### config.mk
export PLATFORM = sky130hd
export DESIGN_NAME = reg_shift_sequencer
export DESIGN_NICKNAME = d
export VERILOG_FILES = /design/src/rtl/reg_shift_sequencer.sv
export SDC_FILE = /design/constraint.sdc
export NUM_CORES = 1
export LEC_CHECK = 0
export CAP_MARGIN = 25
export CORE_UTILIZATION = 57
export DETAILED_ROUTE_END_ITERATION = 16
export PLACE_DENSITY = 0.86
export SYNTH_ARGS = -nofsm -noshare
export SYNTH_HDL_FRONTEND = slang
export SYNTH_SLANG_ARGS = --single-unit
### constraint.sdc
create_clock -name clk -period 5.2 [get_ports clk]
set_input_delay 1.04 -clock clk [delete_from_list [all_inputs] [get_ports clk]]
set_output_delay 1.04 -clock clk [all_outputs]
set_load 0.005 [all_outputs]
### src/rtl/reg_shift_sequencer.sv
// Multi-cycle sequencer for ARM register-specified shifts (amount from Rs[7:0]).
// Stalls the EX stage while val_Rm is shifted STEP bits per cycle, then
// presents val2 and the shifter carry-out for a single done cycle.
module reg_shift_sequencer #(
    parameter int unsigned STEP = 1
) (
    input  logic        clk,
    input  logic        rst_n,
    input  logic        start,
    input  logic        flush,
    input  logic [1:0]  shift_type,
    input  logic [31:0] val_Rm,
    input  logic [7:0]  val_Rs,
    input  logic        carry_in,
    output logic        stall,
    output logic        busy,
    output logic        done,
    output logic [31:0] val2,
    output logic        carry_out
);

    localparam int unsigned DW = 32;
    localparam int unsigned CW = 6;

    localparam logic [1:0] ST_IDLE  = 2'd0;
    localparam logic [1:0] ST_SHIFT = 2'd1;
    localparam logic [1:0] ST_DONE  = 2'd2;

    localparam logic [1:0] SH_LSL = 2'b00;
    localparam logic [1:0] SH_LSR = 2'b01;
    localparam logic [1:0] SH_ASR = 2'b10;
    localparam logic [1:0] SH_ROR = 2'b11;

    logic [1:0]    state, state_n;
    logic [DW-1:0] work, work_n;
    logic [CW-1:0] count, count_n;
    logic [1:0]    typ, typ_n;
    logic [DW-1:0] val2_n;
    logic          carry_n;

    logic [CW-1:0] amt_n;
    logic [CW-1:0] k;
    logic [DW-1:0] sh_work;
    logic          sh_carry;

    // Clamp Rs[7:0] to the number of single-bit steps that gives ARM semantics
    always_comb begin
        amt_n = CW'(0);
        case (shift_type)
            SH_LSL, SH_LSR: amt_n = (val_Rs > 8'd33) ? CW'(33) : val_Rs[CW-1:0];
            SH_ASR:         amt_n = (val_Rs > 8'd32) ? CW'(32) : val_Rs[CW-1:0];
            default:        amt_n = {1'b0, val_Rs[4:0]};
        endcase
    end

    // One SHIFT cycle: up to STEP single-bit shifts, carry is the last bit out
    always_comb begin
        sh_work  = work;
        sh_carry = 1'b0;
        k        = (count > CW'(STEP)) ? CW'(STEP) : count;
        for (int unsigned i = 0; i < STEP; i++) begin
            if (CW'(i) < k) begin
                case (typ)
                    SH_LSL: begin
                        sh_carry = sh_work[DW-1];
                        sh_work  = {sh_work[DW-2:0], 1'b0};
                    end
                    SH_LSR: begin
                        sh_carry = sh_work[0];
                        sh_work  = {1'b0, sh_work[DW-1:1]};
                    end
                    SH_ASR: begin
                        sh_carry = sh_work[0];
                        sh_work  = {sh_work[DW-1], sh_work[DW-1:1]};
                    end
                    default: begin
                        sh_work  = {sh_work[0], sh_work[DW-1:1]};
                        sh_carry = sh_work[DW-1];
                    end
                endcase
            end
        end
    end

    // Next-state, datapath updates and the combinational stall
    always_comb begin
        state_n = state;
        work_n  = work;
        count_n = count;
        typ_n   = typ;
        val2_n  = val2;
        carry_n = carry_out;
        stall   = 1'b0;

        case (state)
            ST_IDLE: begin
                if (start && !flush) begin
                    stall = 1'b1;
                    typ_n = shift_type;
                    if (val_Rs == 8'd0) begin
                        val2_n  = val_Rm;
                        carry_n = carry_in;
                        state_n = ST_DONE;
                    end else if (shift_type == SH_ROR && val_Rs[4:0] == 5'd0) begin
                        val2_n  = val_Rm;
                        carry_n = val_Rm[DW-1];
                        state_n = ST_DONE;
                    end else begin
                        work_n  = val_Rm;
                        count_n = amt_n;
                        state_n = ST_SHIFT;
                    end
                end
            end
            ST_SHIFT: begin
                stall   = 1'b1;
                work_n  = sh_work;
                count_n = count - k;
                if (count_n == CW'(0)) begin
                    val2_n  = sh_work;
                    carry_n = sh_carry;
                    state_n = ST_DONE;
                end
            end
            ST_DONE: begin
                state_n = ST_IDLE;
            end
            default: begin
                state_n = ST_IDLE;
            end
        endcase

        // Abort wins over everything; published result is left untouched
        if (flush) begin
            state_n = ST_IDLE;
            count_n = CW'(0);
            val2_n  = val2;
            carry_n = carry_out;
        end
    end

    // State and working registers
    always_ff @(posedge clk or negedge rst_n) begin
        if (!rst_n) begin
            state <= ST_IDLE;
            work  <= '0;
            count <= '0;
            typ   <= SH_LSL;
        end else begin
            state <= state_n;
            work  <= work_n;
            count <= count_n;
            typ   <= typ_n;
        end
    end

    // Registered outputs, derived from the next state
    always_ff @(posedge clk or negedge rst_n) begin
        if (!rst_n) begin
            val2      <= '0;
            carry_out <= 1'b0;
            done      <= 1'b0;
            busy      <= 1'b0;
        end else begin
            val2      <= val2_n;
            carry_out <= carry_n;
            done      <= (state_n == ST_DONE);
            busy      <= (state_n != ST_IDLE);
        end
    end

endmodule

==> run summary, run 1 <==
The die is 91.59 µm wide. In the final routed layout, each cell accounts on average for 19.88 µm. Buffers placed on the I/O ports in this run total 82. The run gives 0 ns as the final sum of negative setup slack.

The first detailed-routing pass ran for 4 iterations. The clock-pin slew on the worst setup and hold paths works out to 0.08 ns. The share of power burned in registers came out at 40.7%.

The tightest hold path in the finished design has a slack of 0.4956 ns. The data required time at the worst endpoint came out at 4.16 ns. The main combinational cell family by area after synthesis is multiplexers. The run gives 510 as the net count of the finished layout. The category of the worst setup path capture point is an output port. The library cell used most frequently in the layout, excluding fill and tap cells, is sky130_fd_sc_hd__clkdlybuf4s50_1.

The die footprint is 0.008388 mm², and the final antenna diode count is 0. Gates resized during post-CTS repair numbered 0. Setup violations remaining at the end of the flow were counted as 0.

The proportion of synthesized area in mux cells was 22.78%; the flip-flop and latch count after synthesis was 77. The run gives 18420 µm as the global-route wire length before repair. The run gives 0 as the number of pins with negative max-slew slack in the final report. Summed over all nets, the half-perimeter wirelength after detailed placement is 7145 µm. The count of synthesis-stage warnings from yosys is 0, and the switching fraction of total power is 32.88%. The peak supply drop was 0.0002766 V; the largest stage delay on the critical path was 0.58 ns. TritonCTS built the clock tree. The synthesized instance count was 400. The routed via count divided by cell count came out at 6.561. The actual transition at the worst max-transition pin is 1.147 ns, and the xor-xnor portion of the synthesized cell area is 0%. Most instantiated flip-flop cell in the synthesis netlist: sky130_fd_sc_hd__dfrtp_1. Once the floorplan was initialized, standard cells occupied 59.20% of the core. Power spread over the standard cell area amounts to 443.7 mW/mm². The height of the die was 91.59 µm. Initial antenna violation count: 0.

The floorplan has 32 rows. For the number of remaining DRC errors, the log shows 0. The worst hold path belongs to the class register to register. The highest achievable clock rate was 243.8 MHz; the count of nets left with antenna violations after detail routing was 0. The clock passes through at most 2 buffers.

The area of the core was 0.007727 mm²; the leftover overflow at the end of global routing was 0. The part of the power in combinational logic came out at 39.4%. Summed over all cells, the static leakage comes to 0.002375 µW. Clock root buffer: sky130_fd_sc_hd__clkbuf_8. Of all nets on the critical path, the largest fanout is 7. The number of cells in the finished layout apart from fillers was 567.

The run gives 19.9% as the power share of the clock group. The share of the synthesized area in the top cell type was 42.12%; the DRC violation total after the first TritonRoute iteration was 250. The slowest stage of the critical path belongs to the cell sky130_fd_sc_hd__clkdlybuf4s50_1. Setup repair after global routing left no endpoint under its margin. Detailed routing inserted a total of 3720 vias. Walking the worst path, the cells encountered are clkdlybuf4s50_1 -> or3b_2 -> or2_2 -> nand2_1 -> clkdlybuf4s50_1. Routability-driven placement finished with a final weighted congestion of 0.8753. The post-synthesis cell type with the largest combined area was sky130_fd_sc_hd__dfrtp_1. Adder-cell share of the synthesized area: 0.5470%.

The count of flip-flops with a built-in enable after synthesis is 0, and the number of nets produced by synthesis is 449. The number of global-route vias before repair was 3703. Pin placement for this block handled 83 I/O pins. A synthesized cell averages 11.44 µm². The count of hold buffers inserted by post-cts repair is 0, and the aggregate routed wire length is 11270 µm. The insertion delay of the later-clocked pin in the worst-skew pair came out at 0.35 ns. Most repeated library cell on the critical path: sky130_fd_sc_hd__clkdlybuf4s50_1. Counting every sink on the clock net gives 77. After layout, the worst path uses 78.87% of the clock period. The worst setup path is launched from an input port. Entering global routing, the biggest net connects 78 pins.

The area growth from synthesis to layout is 23.55%. Leaving out fill and tap cells, the most frequent cells in the layout are 81 x sky130_fd_sc_hd__clkdlybuf4s50_1, 77 x sky130_fd_sc_hd__dfrtp_1, 59 x sky130_fd_sc_hd__mux2_2. The logs give 551 for the number of placed instances with taps included and 0 for the count of max-cap constraint violations. The share of the synthesized area in compound gates (AO/OA/AOI/OAI) was 17.78%. The data arrival time of the critical path was 3.06 ns; the number of filler instances in the final layout was 528. Summing the areas of all and, or, nand and nor instances in the mapped netlist gives 12.14% of the synthesized area.

Path type of the worst setup path: input port to output port. Measured on the finished design, the core utilization comes to 73.14%. After routing the design area is 0.005652 mm². The minimum clock period after layout came out at 4.101 ns. The logs give 3 for the deepest level of the CTS H-tree and 23.50% for the max-slew headroom at the worst pin. Post-route clock skew: 0.004805 ns. The logs give 9 for the CTS buffer count and 42.12% for the sequential fraction of the synthesis area.

Summed over all nets, the switching power comes to 824.6 µW. The global router's overall resource usage was 28.02%. The post-synthesis cell area is 0.004574 mm², and the number of distinct library cells after synthesis is 52.

After synthesis, the cell types taking the most area are sky130_fd_sc_hd__dfrtp_1 42%, sky130_fd_sc_hd__mux2_2 15%, sky130_fd_sc_hd__mux2i_1 6.8%. The share of async-settable or async-resettable flops after synthesis is 100.0%. The tools report the number of buffers inserted to repair setup after CTS as 0. The tools report the design internal power as 1683 µW. The run finished with clean final reports. Summing all placed instances gives a cell area of 0.005410 mm².

The final-report hold violation count was 0. The proportion of layout cells with a drive suffix above 1 came out at 20.00%.
## per-stage QoR
| stage | worst slack, ns | total power, µW |
|---|---|---|
| floorplan | 2.165 | 1538 |
| global placement | 1.154 | 1943 |
| detailed placement | 1.107 | 2003 |
| CTS | 1.104 | 2509 |
| global route | 1.027 | 2641 |
| finish | 1.099 | 2508 |
## final timing paths
path / cells past startpoint / slack [ns] / start / endpoint
min in group asynchronous: 1 / 0.55 / rst_n / val2[17]
setup / recovery: 5 / 1.10 / start / stall
hold / removal: 1 / 0.50 / val2[0] / val2[0]
hold reg to reg: 1 / 0.50 / val2[0] / val2[0]
max in group asynchronous: 2 / 4.08 / rst_n / count[1]
setup reg to reg: 5 / 2.07 / state[0] / val2[18]
## layout make-up
cell class / instances / area (µm²) / area share [%]
well taps: 102 / 127.6 / 2.258
inverters: 2 / 7.507 / 0.1328
flip-flops and latches: 77 / 1927 / 34.09
clock buffers: 11 / 141.4 / 2.502
repair buffers: 90 / 918.4 / 16.25
clock inverters: 4 / 72.57 / 1.284
multi-input cells: 281 / 2457 / 43.48
## synth_stat cells (2+ instances only)
library cell / instances
sky130_fd_sc_hd__o22ai_1: 2
sky130_fd_sc_hd__nand2_1: 13
sky130_fd_sc_hd__and2_1: 3
sky130_fd_sc_hd__clkbuf_1: 29
sky130_fd_sc_hd__nand4_1: 3
sky130_fd_sc_hd__o21ai_0: 4
sky130_fd_sc_hd__nand3_1: 5
sky130_fd_sc_hd__a21o_1: 2
sky130_fd_sc_hd__inv_1: 2
sky130_fd_sc_hd__o211ai_1: 6
sky130_fd_sc_hd__or4_1: 2
sky130_fd_sc_hd__mux2i_1: 31
sky130_fd_sc_hd__a31oi_1: 4
sky130_fd_sc_hd__a32oi_1: 31
sky130_fd_sc_hd__o21a_1: 2
sky130_fd_sc_hd__nor2_1: 11
sky130_fd_sc_hd__and3b_1: 31
sky130_fd_sc_hd__mux2_1: 6
sky130_fd_sc_hd__buf_2: 4
sky130_fd_sc_hd__mux2_2: 59
sky130_fd_sc_hd__dfrtp_1: 77
sky130_fd_sc_hd__nand2b_1: 2
sky130_fd_sc_hd__buf_6: 6
sky130_fd_sc_hd__o31ai_1: 34
sky130_fd_sc_hd__ha_1: 2
sky130_fd_sc_hd__or3_1: 3
## critical path, delay by kind of cell
family,cells,cell delay (ns)
buf+inv,2,1.08
simple gates,3,0.94
## flip-flops by register name (all words and copies together) (netlist names)
register,flops
busy,1
carry_out,1
count,6
done,1
state,2
typ,2
val2,32
work,32
## power groups by stage
stage,Combinational (µW),Clock (µW),Sequential (µW)
after floorplan,565,0,973
after global placement,934,0,1010
after detailed placement,978,0,1030
after CTS,986,507,1020
after global routing,1060,530,1050
final,987,500,1020
## layer usage
layer	wire, µm	share of wire (%)	GRT usage, %
met2	5457	48	44.80
met4	223	2.0	10.45
met3	714	6.3	5.360
met1	4877	43	37.82
met5	0	0	0
## logic make-up after synthesis
group                    Yosys count
AO/OA/AOI/OAI                     99
adder cells (fa/ha/maj)            2
buffers and inverters             42
AND/OR/NAND/NOR                   84
multiplexers                      96
flip-flops                        77
Power figures use the tool's default switching activity.
==> run 2: changes to the inputs <==
CORE_UTILIZATION = 48   (was 57)
PLACE_DENSITY = 0.77   (was 0.86)
clock period = 3.3 ns   (was 5.2 ns; I/O delays follow)
==> run 2 against run 1 <==
  * Utilization decreased by 11 points
  * Critical endpoint unchanged
  * Largest power group unchanged
  * Critical path depth unchanged
  * Non-clock buffer count increased by 9
  * Die area increased by 18%
  * Hold slack got worse by 0.30 ns
  * Sequential cell count unchanged
  * Highest routed layer unchanged
  * Largest cell class unchanged
  * Global-route usage decreased by 3.9 points
==> run summary, run 2 (synthesis results as in run 1) <==
The type of origin of the critical path is an input port (unchanged). The run gives 77 (unchanged) as the number of sinks on the clock net. The run gives 772 (was 528) as the number of filler instances in the final layout. The count of cells resized by post-cts repair is 0 (unchanged), and the data required time at the worst endpoint is 2.64 ns (was 4.16 ns). The run finished with clean final reports. The final worst-path setup slack was 0.1510 ns (was 1.099 ns); the layout-stage area growth over the synthesis result was 25.60% (was 23.55%). HPWL after detailed placement: 7311 µm (was 7145 µm). The path type of the worst min-delay path was input port to asynchronous set/reset pin (was register to register). The smallest clock period supported by the final layout is computed as 3.149 ns. The run gives 0 (unchanged) as the count of nets left with antenna violations after detail routing.

The routed via count divided by cell count works out to 5.995 (was 6.561). Placer congestion estimate: 0.7964 (was 0.8753). For the count of hold buffers inserted by post-cts repair, the log shows 0 (unchanged). For the design internal power, the log shows 2570 µW (was 1683 µW).

The tools report the number of pins with negative max-slew slack in the final report as 0 (unchanged). The run gives 2.49 ns (was 3.06 ns) as the data arrival time of the critical path. The slowest stage cell on the critical path was sky130_fd_sc_hd__clkdlybuf4s50_1 (unchanged). Actual transition at the worst max-transition pin: 0.7013 ns (was 1.147 ns). The proportion of layout cells with a drive suffix above 1 is 21.73% (was 20.00%), and the height of the die is 99.62 µm (was 91.59 µm).

Deepest level of the CTS H-tree: 3 (unchanged). The power share of the clock group is 18.4% (was 19.9%), and the initial core utilization is 49.51% (was 59.20%). The global router's overall resource usage came out at 24.14% (was 28.02%). The worst hold slack across all endpoints is 0.1983 ns (was 0.4956 ns), and the number of remaining DRC errors is 0 (unchanged). The initial antenna violation count came out at 0 (unchanged). For the max-slew headroom at the worst pin, the log shows 53.25% (was 23.50%).

Post-placement worst setup slack: 0.1616 ns (was 1.107 ns). For the buffer depth of the longest clock path, the log shows 2 (unchanged). TritonCTS built the clock tree. Final sum of negative setup slack: 0 ns (unchanged).

Setup repair after global routing left no endpoint under its margin. Leftover overflow at the end of global routing: 0 (unchanged). For the aggregate routed wire length, the log shows 11530 µm (was 11270 µm). Largest registers ranked by flip-flop count: val2 (32), work (32), count (6) (unchanged). Leading cell types in the layout, fill and taps excluded: 81 x sky130_fd_sc_hd__clkdlybuf4s50_1, 77 x sky130_fd_sc_hd__dfrtp_1, 59 x sky130_fd_sc_hd__mux2_2 (unchanged). Cells along the critical path: clkdlybuf4s50_1 -> or3b_2 -> or2_2 -> nand2_1 -> clkdlybuf4s50_1 (unchanged). The run gives 18770 µm (was 18420 µm) as the global-route wire length before repair. The category of the worst setup path capture point is an output port (unchanged). The average wire length per cell after detail routing is 19.12 µm (was 19.88 µm), and the net count of the finished layout is 519 (was 510). The fraction of the core area covered by cells at the end of the flow is 62.18% (was 73.14%). The run gives 0 (unchanged) as the final antenna diode count.

Path type of the worst setup path: input port to output port (unchanged). The clock-pin slew on the worst setup and hold paths was 0.09 ns (was 0.08 ns); the detailed-route via count was 3615 (was 3720). The share of power burned in registers is 40.9% (was 40.7%).

The commonest non-fill, non-tap cell in the layout was sky130_fd_sc_hd__clkdlybuf4s50_1 (unchanged). The logs give 0 (unchanged) for the count of max-cap constraint violations and 0.009240 mm² (was 0.007727 mm²) for the area of the core. The floorplan die width was 99.62 µm (was 91.59 µm); the iteration count of the initial detailed-routing pass was 4 (unchanged). The switching fraction of total power was 33.66% (was 32.88%). The maximum fanout along the worst path was 3 (was 7); the highest achievable clock rate was 317.6 MHz.

The peak supply drop is 0.0003289 V (was 0.0002766 V), and the DRC violation total after the first TritonRoute iteration is 205 (was 250). The total of endpoints with negative setup slack in the final report is 0 (unchanged). The largest stage delay on the critical path came out at 0.49 ns (was 0.58 ns). The largest net degree at the start of global routing is 78 (unchanged), and the number of buffers inserted to repair setup after CTS is 0 (unchanged).

Part of the power in combinational logic: 40.8% (was 39.4%). The tools report the number of top-level pins as 83 (unchanged). The insertion delay of the later-clocked pin in the worst-skew pair is 0.35 ns (about the same), and the number of buffers added on ports is 82 (unchanged). Of the available clock period, the critical path in the final layout requires 95.43%.

The switching power total was 1304 µW (was 824.6 µW); the power per cell area was 674.2 mW/mm² (was 443.7 mW/mm²). Overall power of the completed layout: 3874 µW (was 2508 µW). The post-route clock skew was 0.009007 ns (was 0.004805 ns). For the static leakage, the log shows 0.002403 µW (was 0.002375 µW).

The tools report the final-report hold violation count as 0 (unchanged). The tools report the clock root buffer as sky130_fd_sc_hd__clkbuf_8 (unchanged). The CTS buffer count was 9 (unchanged).

The most repeated library cell on the critical path is sky130_fd_sc_hd__clkdlybuf4s50_1 (unchanged). The row count was 35 (was 32). The die footprint is 0.009924 mm² (was 0.008388 mm²), and the number of global-route vias before repair is 3665 (was 3703).
## run 2: changes by cell type in the layout (fill, tap and decap cells not counted), sizes merged
cell,previous run,this run
buf,9,18
clkinvlp,1,4
bufinv,2,1
clkbuf,11,9
## run 2: per-stage QoR
| step | area [µm²] | std cells |
|---|---|---|
| 2_1_floorplan | 4574 | 400 |
| 3_3_place_gp | 5529 | 587 |
| 3_5_place_dp | 5529 | 587 |
| 4_1_cts | 5718 | 602 |
| 5_1_grt | 5746 | 603 |
| 6_report | 5746 | 603 |
## run 2: layout make-up
class / count / area, µm² / area share (%)
Inverter: 2 / 7.507 / 0.1307
Timing Repair Buffer: 99 / 1003 / 17.47
Clock inverter: 6 / 65.06 / 1.132
Multi-Input combinational cell: 281 / 2457 / 42.77
Clock buffer: 9 / 123.9 / 2.156
Sequential cell: 77 / 1927 / 33.54
Tap cell: 129 / 161.4 / 2.809
## run 2: power by group through the flow
| stage | clock network [µW] | logic (µW) | registers, µW |
|---|---|---|---|
| 6_report | 711 | 1580 | 1580 |
| 5_1_grt | 758 | 1710 | 1630 |
| 4_1_cts | 721 | 1580 | 1580 |
| 3_5_place_dp | 0 | 1570 | 1590 |
| 3_3_place_gp | 0 | 1540 | 1580 |
| 2_1_floorplan | 0 | 890 | 1530 |
## run 2: final timing paths
kind,start,to,slack [ns],cells past startpoint
max in group asynchronous,rst_n,work[7],2.51,2
min,rst_n,val2[17],0.20,1
min reg2reg,val2[0],val2[0],0.50,1
max,start,stall,0.15,5
max reg2reg,count[4],val2[6],0.62,8
min in group clk,val2[0],val2[0],0.50,1
## run 2: per-layer routing
metal  routed length [µm]  GRT usage (%)
met3                  506          3.584
met2                 5543          38.62
met5                    0              0
met1                 5294          33.61
met4                  187          8.371
## run 2: critical path: cells and delay by family
| family | cells | cell delay, ns |
|---|---|---|
| buf+inv | 2 | 0.96 |
| simple gates | 3 | 0.85 |
==> run 3: changes to the inputs <==
CORE_MARGIN = 5   (was not set)
SLEW_MARGIN = 25   (was not set)
==> run 3 against run 2 <==
  * Register-to-register slack got worse by 0.08 ns
  * Setup slack got worse by 0.0052 ns
  * Largest power group unchanged
  * Non-clock buffer count decreased by 3
  * Clock power increased by 9.8%
  * Largest cell class unchanged
  * Highest routed layer unchanged
  * Count of clock-buffer cells in the layout unchanged
==> run summary, run 3 (synthesis results as in run 1) <==
The largest stage delay on the critical path is 0.50 ns (was 0.49 ns), and the fraction of the core area covered by cells at the end of the flow is 61.73% (was 62.18%). For the static leakage, the log shows 0.002400 µW (was 0.002403 µW). The logs give 0.0003511 V (was 0.0003289 V) for the peak supply drop and 317.0 MHz (was 317.6 MHz) for the highest achievable clock rate. The clock-pin slew on the worst setup and hold paths was 0.09 ns (about the same); the count of nets left with antenna violations after detail routing was 0 (unchanged).

The height of the die was 107.6 µm (was 99.62 µm); the area of the core was 0.009284 mm² (was 0.009240 mm²). The share of the clock period used by the worst path after layout was 95.58% (was 95.43%); the count of cells resized by post-cts repair was 0 (unchanged). The run gives 600 (was 603) as the number of cells in the finished layout apart from fillers. The run gives 4 (unchanged) as the iteration count of the initial detailed-routing pass. The minimum clock period after layout works out to 3.154 ns (was 3.149 ns). The switching power total was 1299 µW (was 1304 µW).

Kind of cell adding the most delay to the critical path: buffers and inverters (unchanged). The path type of the worst setup path is input port to output port (unchanged). The logs give 2638 µW (was 2570 µW) for the design internal power and 2 (unchanged) for the buffer depth of the longest clock path.

The tools report the clock root buffer as sky130_fd_sc_hd__clkbuf_8 (unchanged). Largest registers ranked by flip-flop count: val2 (32), work (32), count (6) (unchanged). The type of origin of the critical path is an input port (unchanged). The die footprint was 0.01158 mm² (was 0.009924 mm²). Cells along the critical path: clkdlybuf4s50_1 -> or3b_2 -> or2_2 -> nand2_1 -> clkdlybuf4s50_1 (unchanged). The critical path depth was 5 (unchanged); the largest net degree at the start of global routing was 78 (unchanged).

The maximum fanout along the worst path is 3 (unchanged), and the data arrival time of the critical path is 2.49 ns (about the same). The logs give 77 (unchanged) for the number of sinks on the clock net and 0 (unchanged) for the number of pins with negative max-slew slack in the final report. The run gives 0 (unchanged) as the number of remaining DRC errors. The floorplan die width is 107.6 µm (was 99.62 µm). The number of buffers added on ports was 82 (unchanged).

TritonCTS built the clock tree. Commonest non-fill, non-tap cell in the layout: sky130_fd_sc_hd__clkdlybuf4s50_1 (unchanged). The tools report the count of hold buffers inserted by post-cts repair as 0 (unchanged).

The insertion delay of the later-clocked pin in the worst-skew pair is 0.34 ns (was 0.35 ns). Final sum of negative setup slack: 0 ns (unchanged). The aggregate routed wire length came out at 11530 µm (about the same).

Deepest level of the CTS H-tree: 3 (unchanged). The max-slew headroom at the worst pin was 52.23% (was 53.25%); the average wire length per cell after detail routing was 19.22 µm (was 19.12 µm). The count of buffering cells on the critical path with inverters included is 2 (unchanged), and the HPWL after detailed placement is 7429 µm (was 7311 µm). The flow ran to the end, and the final reports show no timing, DRC or antenna violations. The layout-stage area growth over the synthesis result is 25.27% (was 25.60%), and the final antenna diode count is 0 (unchanged). The part of the power in combinational logic was 39.9% (was 40.8%). The most repeated library cell on the critical path was sky130_fd_sc_hd__clkdlybuf4s50_1 (unchanged). The final-report hold violation count was 0 (unchanged); the row count was 35 (unchanged). The critical register-to-register path startpoint is count[3] (was count[4]).

The post-route clock skew was 0.01386 ns (was 0.009007 ns). The routed via count divided by cell count was 6.052 (was 5.995); the number of buffers inserted to repair setup after CTS was 0 (unchanged). The path type of the worst min-delay path was input port to asynchronous set/reset pin (unchanged). The slowest stage cell on the critical path was sky130_fd_sc_hd__clkdlybuf4s50_1 (unchanged). The global-route wire length before repair was 19000 µm (was 18770 µm).

The power share of the clock group is 19.8% (was 18.4%). The share of power burned in registers came out at 40.2% (was 40.9%). The initial antenna violation count was 0 (unchanged); the number of top-level pins was 83 (unchanged).

The total of endpoints with negative setup slack in the final report is 0 (unchanged), and the net count of the finished layout is 516 (was 519). The path depth of the worst reg2reg path was 8 (unchanged); the detailed-route via count was 3631 (was 3615). The actual transition at the worst max-transition pin is 0.7166 ns (was 0.7013 ns), and the number of global-route vias before repair is 3648 (was 3665).

The power per cell area was 686.9 mW/mm² (was 674.2 mW/mm²). The count of max-cap constraint violations is 0 (unchanged), and the number of placed instances with taps included is 585 (was 587). Placer congestion estimate: 0.8086 (was 0.7964).

The logs give 2.64 ns (about the same) for the data required time at the worst endpoint and 213 (was 205) for the DRC violation total after the first TritonRoute iteration. The logs give 20.36% (was 24.14%) for the global router's overall resource usage and 0 (unchanged) for the leftover overflow at the end of global routing. The category of the worst setup path capture point is an output port (unchanged). The initial core utilization is 49.27% (was 49.51%), and the CTS buffer count is 9 (unchanged). Leading cell types in the layout, fill and taps excluded: 81 x sky130_fd_sc_hd__clkdlybuf4s50_1, 77 x sky130_fd_sc_hd__dfrtp_1, 59 x sky130_fd_sc_hd__mux2_2 (unchanged).

Setup repair after global routing left no endpoint under its margin. Proportion of layout cells with a drive suffix above 1: 21.23% (was 21.73%). Start point of the critical path: start (unchanged). The switching fraction of total power works out to 32.99% (was 33.66%).
## run 3: cell count changes in the layout (fill, tap and decap cells not counted)
cell                         change
sky130_fd_sc_hd__bufinv_16       +1
sky130_fd_sc_hd__buf_6           +1
sky130_fd_sc_hd__clkinv_4        +1
sky130_fd_sc_hd__buf_16          -1
sky130_fd_sc_hd__clkinvlp_4      -2
sky130_fd_sc_hd__buf_4           -3
## run 3: path summary, 6_finish.rpt
path | to | slack (ns)
max | stall | 0.15
max in group asynchronous | work[7] | 2.45
min reg2reg | val2[0] | 0.49
min in group clk | val2[0] | 0.49
min | val2[18] | 0.34
max reg2reg | val2[2] | 0.54
## run 3: per-stage QoR
step / setup WS, ns / total power, µW / hold WS [ns] / instance area, µm²
detailed placement: 0.1556 / 3168 / 0.4821 / 5514
global placement: 0.1828 / 3120 / 0.4771 / 5514
global route: 0.08585 / 4178 / 0.3921 / 5731
finish: 0.1458 / 3936 / 0.3431 / 5731
floorplan: 0.6239 / 2423 / 0.3644 / 4574
CTS: 0.1449 / 3963 / 0.5009 / 5727
## run 3: area by class of cell
class,instances,area [µm²]
inverter,2,7.507
clock buffer,9,123.9
tap,129,161.4
fill,805,3553
timing repair buffer,96,964.7
clock inverter,6,88.84
multi-input combinational,281,2457
sequential,77,1927
## run 3: worst register-to-register path, stage by stage, from the launching register on
cell and delay, ns:
sky130_fd_sc_hd__dfrtp_1 0.51, sky130_fd_sc_hd__nor4_4 0.27, sky130_fd_sc_hd__a21o_1 0.17, sky130_fd_sc_hd__inv_1 0.06
sky130_fd_sc_hd__ha_1 0.23, sky130_fd_sc_hd__o31ai_1 0.53, sky130_fd_sc_hd__a22o_1 0.27, sky130_fd_sc_hd__buf_12 0.21
sky130_fd_sc_hd__mux2_2 0.39
## run 3: power by group through the flow
| stage | sequential [µW] | combinational [µW] | clock [µW] |
|---|---|---|---|
| final | 1580 | 1570 | 781 |
| after global routing | 1640 | 1700 | 838 |
| after CTS | 1580 | 1590 | 796 |
| after detailed placement | 1590 | 1570 | 0 |
| after global placement | 1580 | 1540 | 0 |
| after floorplan | 1530 | 890 | 0 |
## run 3: metal layers
metal | global-route usage (%) | wire length, µm
met5 | 0 | 0
met4 | 4.959 | 105
met3 | 3.299 | 444
met2 | 32.86 | 5653
met1 | 28.65 | 5332
